### src/rtl/vga_timing_gen.sv
// VGA timing generator: pixel-rate divider, horizontal/vertical counters,
// registered sync outputs and a run/drain/idle controller that lets the
// current frame finish before stopping.
// Optional feature macro: VGA_TIMING_FRAME_CNT_EN adds a 16-bit frame_count
// output that counts frame_start pulses.
module vga_timing_gen #(
  parameter int HD   = 640,
  parameter int HF   = 16,
  parameter int HB   = 48,
  parameter int HR   = 96,
  parameter int VD   = 480,
  parameter int VF   = 10,
  parameter int VB   = 33,
  parameter int VR   = 2,
  parameter int DIV  = 4,
  parameter bit HPOL = 1'b0,
  parameter bit VPOL = 1'b0,
  parameter int CW   = 10
) (
  input  logic          clk,
  input  logic          reset_n,
  input  logic          enable,
  output logic          pix_tick,
  output logic          hsync,
  output logic          vsync,
  output logic          video_on,
  output logic [CW-1:0] pixel_x,
  output logic [CW-1:0] pixel_y,
  output logic          line_start,
  output logic          frame_start,
  output logic          running
`ifdef VGA_TIMING_FRAME_CNT_EN
  ,
  output logic [15:0]   frame_count
`endif
);

  localparam int HT = HD + HF + HB + HR;
  localparam int VT = VD + VF + VB + VR;
  localparam int DW = (DIV > 1) ? $clog2(DIV) : 1;

  localparam logic [DW-1:0] DIV_MAX  = DW'(DIV - 1);
  localparam logic [CW-1:0] H_LAST   = CW'(HT - 1);
  localparam logic [CW-1:0] V_LAST   = CW'(VT - 1);
  localparam logic [CW-1:0] H_DISP   = CW'(HD);
  localparam logic [CW-1:0] V_DISP   = CW'(VD);
  localparam logic [CW-1:0] HS_FIRST = CW'(HD + HF);
  localparam logic [CW-1:0] HS_LAST  = CW'(HD + HF + HR - 1);
  localparam logic [CW-1:0] VS_FIRST = CW'(VD + VF);
  localparam logic [CW-1:0] VS_LAST  = CW'(VD + VF + VR - 1);

  typedef enum logic [1:0] {
    IDLE  = 2'd0,
    RUN   = 2'd1,
    DRAIN = 2'd2
  } state_t;

  state_t        state_q, state_d;
  logic [DW-1:0] div_q, div_d;
  logic [CW-1:0] px_q, px_d;
  logic [CW-1:0] py_q, py_d;
  logic          hsync_q, hsync_d;
  logic          vsync_q, vsync_d;

  logic active;
  logic tick;
  logic h_end;
  logic v_end;

  // Decode of the current position and pixel-rate strobe.
  always_comb begin
    active = (state_q != IDLE);
    tick   = active && (div_q == DIV_MAX);
    h_end  = (px_q == H_LAST);
    v_end  = (py_q == V_LAST);
  end

  // Controller next state; enable wins over the end-of-frame stop in DRAIN.
  always_comb begin
    state_d = state_q;
    case (state_q)
      IDLE:    if (enable) state_d = RUN;
      RUN:     if (!enable) state_d = DRAIN;
      DRAIN: begin
        if (enable) begin
          state_d = RUN;
        end else if (tick && h_end && v_end) begin
          state_d = IDLE;
        end
      end
      default: state_d = IDLE;
    endcase
  end

  // Divider and pixel counters; everything is parked at zero while idle.
  always_comb begin
    div_d = div_q;
    px_d  = px_q;
    py_d  = py_q;
    if (!active) begin
      div_d = '0;
      px_d  = '0;
      py_d  = '0;
    end else begin
      div_d = (div_q == DIV_MAX) ? '0 : div_q + 1'b1;
      if (tick) begin
        px_d = h_end ? '0 : px_q + 1'b1;
        if (h_end) begin
          py_d = v_end ? '0 : py_q + 1'b1;
        end
      end
    end
  end

  // Sync levels computed from the current counters, taking effect one clk later.
  always_comb begin
    hsync_d = (active && (px_q >= HS_FIRST) && (px_q <= HS_LAST)) ? HPOL : ~HPOL;
    vsync_d = (active && (py_q >= VS_FIRST) && (py_q <= VS_LAST)) ? VPOL : ~VPOL;
  end

  // Single state register for the controller, counters and syncs.
  always_ff @(posedge clk or negedge reset_n) begin
    if (!reset_n) begin
      state_q <= IDLE;
      div_q   <= '0;
      px_q    <= '0;
      py_q    <= '0;
      hsync_q <= ~HPOL;
      vsync_q <= ~VPOL;
    end else begin
      state_q <= state_d;
      div_q   <= div_d;
      px_q    <= px_d;
      py_q    <= py_d;
      hsync_q <= hsync_d;
      vsync_q <= vsync_d;
    end
  end

  // Output drive; strobes are derived from registered state only.
  always_comb begin
    running     = active;
    pix_tick    = tick;
    pixel_x     = px_q;
    pixel_y     = py_q;
    hsync       = hsync_q;
    vsync       = vsync_q;
    video_on    = (px_q < H_DISP) && (py_q < V_DISP) && active;
    line_start  = tick && (px_q == '0);
    frame_start = tick && (px_q == '0) && (py_q == '0);
  end

`ifdef VGA_TIMING_FRAME_CNT_EN
  logic [15:0] frame_count_q, frame_count_d;

  // Frame counter advances on each frame start and wraps naturally at 16 bits.
  always_comb begin
    frame_count_d = frame_count_q;
    if (frame_start) begin
      frame_count_d = frame_count_q + 16'd1;
    end
  end

  // Frame counter register.
  always_ff @(posedge clk or negedge reset_n) begin
    if (!reset_n) begin
      frame_count_q <= '0;
    end else begin
      frame_count_q <= frame_count_d;
    end
  end

  assign frame_count = frame_count_q;
`endif

endmodule
### config.mk
export PLATFORM = sky130hd
export DESIGN_NAME = vga_timing_gen
export DESIGN_NICKNAME = d
export VERILOG_FILES = /design/src/rtl/vga_timing_gen.sv
export SDC_FILE = /design/constraint.sdc
export NUM_CORES = 1
export LEC_CHECK = 0
export CORE_ASPECT_RATIO = 1.4
export CORE_MARGIN = 5
export CORE_UTILIZATION = 41
export CTS_CLUSTER_DIAMETER = 80
export DETAILED_ROUTE_END_ITERATION = 10
export PLACE_DENSITY = 0.75
export SYNTH_ARGS = -nofsm -noshare
export SYNTH_HDL_FRONTEND = slang
export SYNTH_SLANG_ARGS = --single-unit
export TNS_END_PERCENT = 50
### constraint.sdc
create_clock -name clk -period 2.15 [get_ports clk]
set_input_delay 0.43 -clock clk [delete_from_list [all_inputs] [get_ports clk]]
set_output_delay 0.43 -clock clk [all_outputs]
set_load 0.02 [all_outputs]
; ---- After elaboration in Yosys (flattened, before gate mapping)
; Index checks and enable logic that the tools add are counted.
; W data, S select, Z words.
[op_classes]
addsub = 3
mul = 0
n_div = 0
n_lt_le_gt_ge = 6
eq_ne = 10
n_shift = 0
muxes = 16
bitwise_logic = 0
n_reduce_logical = 17
[op_table]
columns = cell, n
row1 = $mux W10, 7
row2 = $add A10 B1 Y10 const B, 2
row3 = $eq A10 B10 Y1 const B, 2
row4 = $logic_not A10 Y1, 2
row5 = $mux W2, 6
row6 = $logic_and A1 B1 Y1, 11
row7 = $ge A10 B10 Y1 const B, 1
row8 = $ge A10 B9 Y1 const B, 1
row9 = $le A10 B10 Y1 const B, 1
row10 = $le A10 B9 Y1 const B, 1
row11 = $lt A10 B10 Y1 const B, 1
row12 = $lt A10 B9 Y1 const B, 1
row13 = $pmux W2 S3, 1
row14 = $eq A2 B2 Y1 const B, 2
row15 = $ne A2 B1 Y1 const B, 2
row16 = $ne A2 B2 Y1 const B, 2
row17 = $ne A3 B3 Y1 const B, 1
row18 = $reduce_and A3 Y1, 1
row19 = $add A2 B1 Y2 const B, 1
row20 = $eq A2 B1 Y1 const B, 1
row21 = $logic_not A2 Y1, 1
row22 = $mux W1, 2
row23 = $reduce_and A2 Y1, 1
row24 = $reduce_bool A2 Y1, 1
[totals]
regBits = 26
latchBits = 0
mem_bits_rw = 0
rom_bits = 0
input_bits = 3
mem_count = 0

; ---- Depth between registers and ports, before layout
[logic_depth]
ltp_word = 7
mapped_depth = 7
ltp_nobuf = 6

; ---- Least setup slack after synthesis
; Ideal clock, no wire load.
[synth_path]
kind = register to output
startpoint = register div_q[0]
endpoint = output port frame_start
arrival_time_ns = 1.981
required_time_ns = 1.720
slack_ns = -0.261
path_stages_with_launch = 6
n_path_buf = 0
cell_sequence = dfrtp_1 ha_1 o21ai_2 or4b_4 nor4_4 and4_1
[synth_between]
elab_chain_cells = 4
[synth_rtl]
columns = item, line
row1 = "start, declared", 59  ; logic [DW-1:0] div_q, div_d;
row2 = "start signal, assigned", 132  ; div_q <= div_d;
row3 = $eq A2 B2 Y1, 73  ; tick = active && (div_q == DIV_MAX);
row4 = $logic_and A1 B1 Y1, 73
row5 = $logic_and A1 B1 Y1, -
row6 = via line_start, 29  ; output logic line_start,
row7 = $logic_and A1 B1 Y1, 150  ; frame_start = tick && (px_q == '0) && (py_q == '0);
row8 = "end, declared", 30  ; output logic frame_start,
; The timed path passes the listed nets, and every way through them passes these cells.

; ---- Final worst setup path
[layout_path]
startpoint = register div_q[0]
endpoint = output port frame_start
[layout_between]
elab_chain_cells = 4
[layout_rtl]
columns = item, line
row1 = $eq A2 B2 Y1, 73
row2 = $logic_and A1 B1 Y1, 73
row3 = $logic_and A1 B1 Y1 (2 in a row), 150
; Every way passes these cells.

==> metrics <==
Largest stage delay, worst path=0.50 ns; H-tree depth=1; ordered cell list for the critical path=ha_4 -> o21ai_2 -> or4b_4 -> nor4_4 -> and4_4 -> buf_6; Setup crit start kind=flop; Post-Syn Area per Cell=9.603 um^2; CTS buffer count=3; Netlist Area Pre-Place=1479 um^2; Port Buffers=29; Cell Pwr Density=528.0 nW/um^2; CTS tree=built; clock skew=0.005251 ns; final hold vios=0; post-DR wirelength/cell=15.23 um; Max Cap Viol=0; initial antenna violation count=0; Reg clk slew, reported paths=0.09 ns; n_diodes=0; Die Y=81.07 um; maximum vdd drop=494.1 uV; status=finished with violations; first-pass GRT wire length=6.534 mm; Mapped Nets=163; Via density=5.558; actual slew at the worst max-slew pin=0.4020 ns; Mapped Cells=154; Core Footprint=3441 um^2; unrepaired setup endpoints after global routing=yes; Final Cycle Share=1.108; Sink Count=26; Hold Slack=0.5023 ns; Slew Limit Fails=0; Max Freq=419.9 MHz; drt initial violations=59; Final min period=2.381 ns; final setup margin=-0.2314 ns; routed wire length=3.822 mm; worst min path class=flop to flop; pre-CTS setup slack=-0.3953 ns; crit path kind=flop to primary output; count of cell types in the netlist=36; Critical Path AT=1.95 ns; post-route ant nets=0; layout net count=222; last weighted congestion value of the routability-driven placer=0.8386; Setup-failing EPs final=2; Die ar.=4926 um^2; Top FF cell, synth=dfrtp_1; Fin Setup TNS=-0.3563 ns; Post-synth EDFFs=0; slowest CP cell=or4b_4; P&R area growth vs syn=39.93%; Synth Warn #=0; Die W=60.76 um; cell family with most CP delay=simple AND/OR/NAND/NOR gates; Leak=0.8809 nW; detailed placement HPWL=2.997 mm; asr flop ratio synth=1.000; CTS Root Cell=clkbuf_8; worst skew pair latency=0.27 ns; Vias=1395; Worst EP required=1.72 ns; pin count of the biggest net entering global routing=27; Overflow after GRT=0; layout cells sized above 1=0.2464; #FFs+latches synth=26; vias in the first global route=1434; Pre-Repair DR Iteration Count=4; hold buffer count at cts=0; clk buf depth=2; Worst Path Max Fanout=2; post-synthesis sequential area ratio=0.4416; CP endpoint kind=primary output; WP buf/inv=1; failing checks=negative setup slack; GRT Total Usage=0.1742; initial core utilization=0.4298; Slew HR=0.7308; num ports=30; # rows=25; DRC=0
## through the flow
| step | util | power, W | area (um^2) | std cells |
|---|---|---|---|---|
| 3_3_place_gp | 0.5825 | 0.0007979 | 2004 | 245 |
| 5_1_grt | 0.6015 | 0.001148 | 2069 | 251 |
| 3_5_place_dp | 0.5825 | 0.0008124 | 2004 | 245 |
| 2_1_floorplan | - | 0.0006880 | 1506 | 154 |
| 4_1_cts | 0.5993 | 0.001097 | 2062 | 250 |
| 6_report | 0.6015 | 0.001093 | 2069 | 251 |
## layout by cell type (no fill, tap or decap), drive strengths merged, types with 4 or more instances in the layout
| cell type | synthesis | routed |
|---|---|---|
| nor2 | 8 | 8 |
| a21oi | 11 | 11 |
| clkdlybuf4s50 | 0 | 24 |
| a31oi | 4 | 4 |
| inv | 10 | 10 |
| nand2 | 14 | 14 |
| dfrtp | 24 | 24 |
| ha | 6 | 6 |
| nand3 | 11 | 11 |
| o21ai | 10 | 10 |
| and3 | 4 | 4 |
| or3 | 8 | 8 |
| nand4 | 4 | 4 |
| xor2 | 5 | 5 |
| and4 | 5 | 5 |
| buf | 3 | 30 |
## final timing paths
check / start / to / slack [ns] / depth (start not counted)
setup / recovery: div_q[0]$_DFF_PN0_ / frame_start / -0.23 / 6
hold / removal: div_q[0]$_DFF_PN0_ / div_q[0]$_DFF_PN0_ / 0.50 / 1
setup reg to reg: pixel_x[0]$_DFFE_PN0P_ / pixel_y[9]$_DFFE_PN0P_ / 0.20 / 7
hold reg to reg: div_q[0]$_DFF_PN0_ / div_q[0]$_DFF_PN0_ / 0.50 / 1
max in group asynchronous: reset_n / hsync$_DFF_PN1_ / 1.32 / 2
min in group asynchronous: reset_n / pixel_y[0]$_DFFE_PN0P_ / 0.53 / 2
## cell families after synthesis
| group | synth area share |
|---|---|
| buffers and inverters | 0.04315 |
| AOI/OAI and AO/OA | 0.1582 |
| adders and majority gates | 0.05076 |
| DFF | 0.4416 |
| xor gates and xnor gates | 0.02961 |
| and+or+nand+nor | 0.2766 |
## worst register-to-register path: cells and delay by family (launching register included)
family / cells / cell delay, ns
compound gates: 2 / 0.40
fa+ha+maj: 1 / 0.15
buf+inv: 2 / 0.21
flops: 1 / 0.37
simple gates: 2 / 0.76
## final cells by class
type,count,area (um^2)
Clock buffer,3,41.29
Fill cell,319,1371
Inverter,10,37.54
Multi-Input combinational cell,115,783.3
Sequential cell,26,658.1
Tap cell,40,50.05
Timing Repair Buffer,57,499.2
## layer usage
metal | wire length [um] | global-route usage | part of all wire | vias up
met5 | 0 | 0 | 0 | -
li1 | - | - | - | 685
met2 | 2051 | 0.3201 | 0.54 | 38
met3 | 165 | 0.02703 | 0.043 | 4
met4 | 29 | 0.04121 | 0.0076 | 0
met1 | 1576 | 0.2064 | 0.41 | 668
## power by group
part | total [W] | switching [W] | internal, W
logic | 0.000282 | 0.000146 | 0.000136
registers | 0.000536 | 0.0000209 | 0.000516
clock network | 0.000274 | 0.000149 | 0.000126
total | 0.00109 | 0.000315 | 0.000777
## sequential cells by signal (all words and copies together), names as in the netlist
| name | flops |
|---|---|
| div_q | 2 |
| hsync | 1 |
| pixel_x | 10 |
| pixel_y | 10 |
| state_q | 2 |
| vsync | 1 |
## synthesized netlist by cell type (all sizes together), types with 3 or more instances
| cell | count | area [um^2] |
|---|---|---|
| a21oi | 11 | 55.05 |
| a31oi | 4 | 25.02 |
| and3 | 4 | 25.02 |
| and4 | 5 | 45.04 |
| buf | 3 | 26.27 |
| dfrtp | 24 | 600.6 |
| ha | 6 | 75.07 |
| inv | 10 | 37.54 |
| nand2 | 14 | 52.55 |
| nand3 | 11 | 55.05 |
| nand4 | 4 | 25.02 |
| nor2 | 8 | 30.03 |
| nor4 | 3 | 33.78 |
| o211ai | 3 | 22.52 |
| o21ai | 10 | 53.80 |
| o31ai | 3 | 22.52 |
| or3 | 8 | 51.30 |
| or4 | 3 | 22.52 |
| xor2 | 5 | 43.79 |
## timing repair
action,4_1_cts,5_1_grt
buffers inserted,2,1
gates resized for setup,16,0
pin swaps,3,2
endpoints found under the setup margin,4,2
Power figures use the tool's default switching activity.
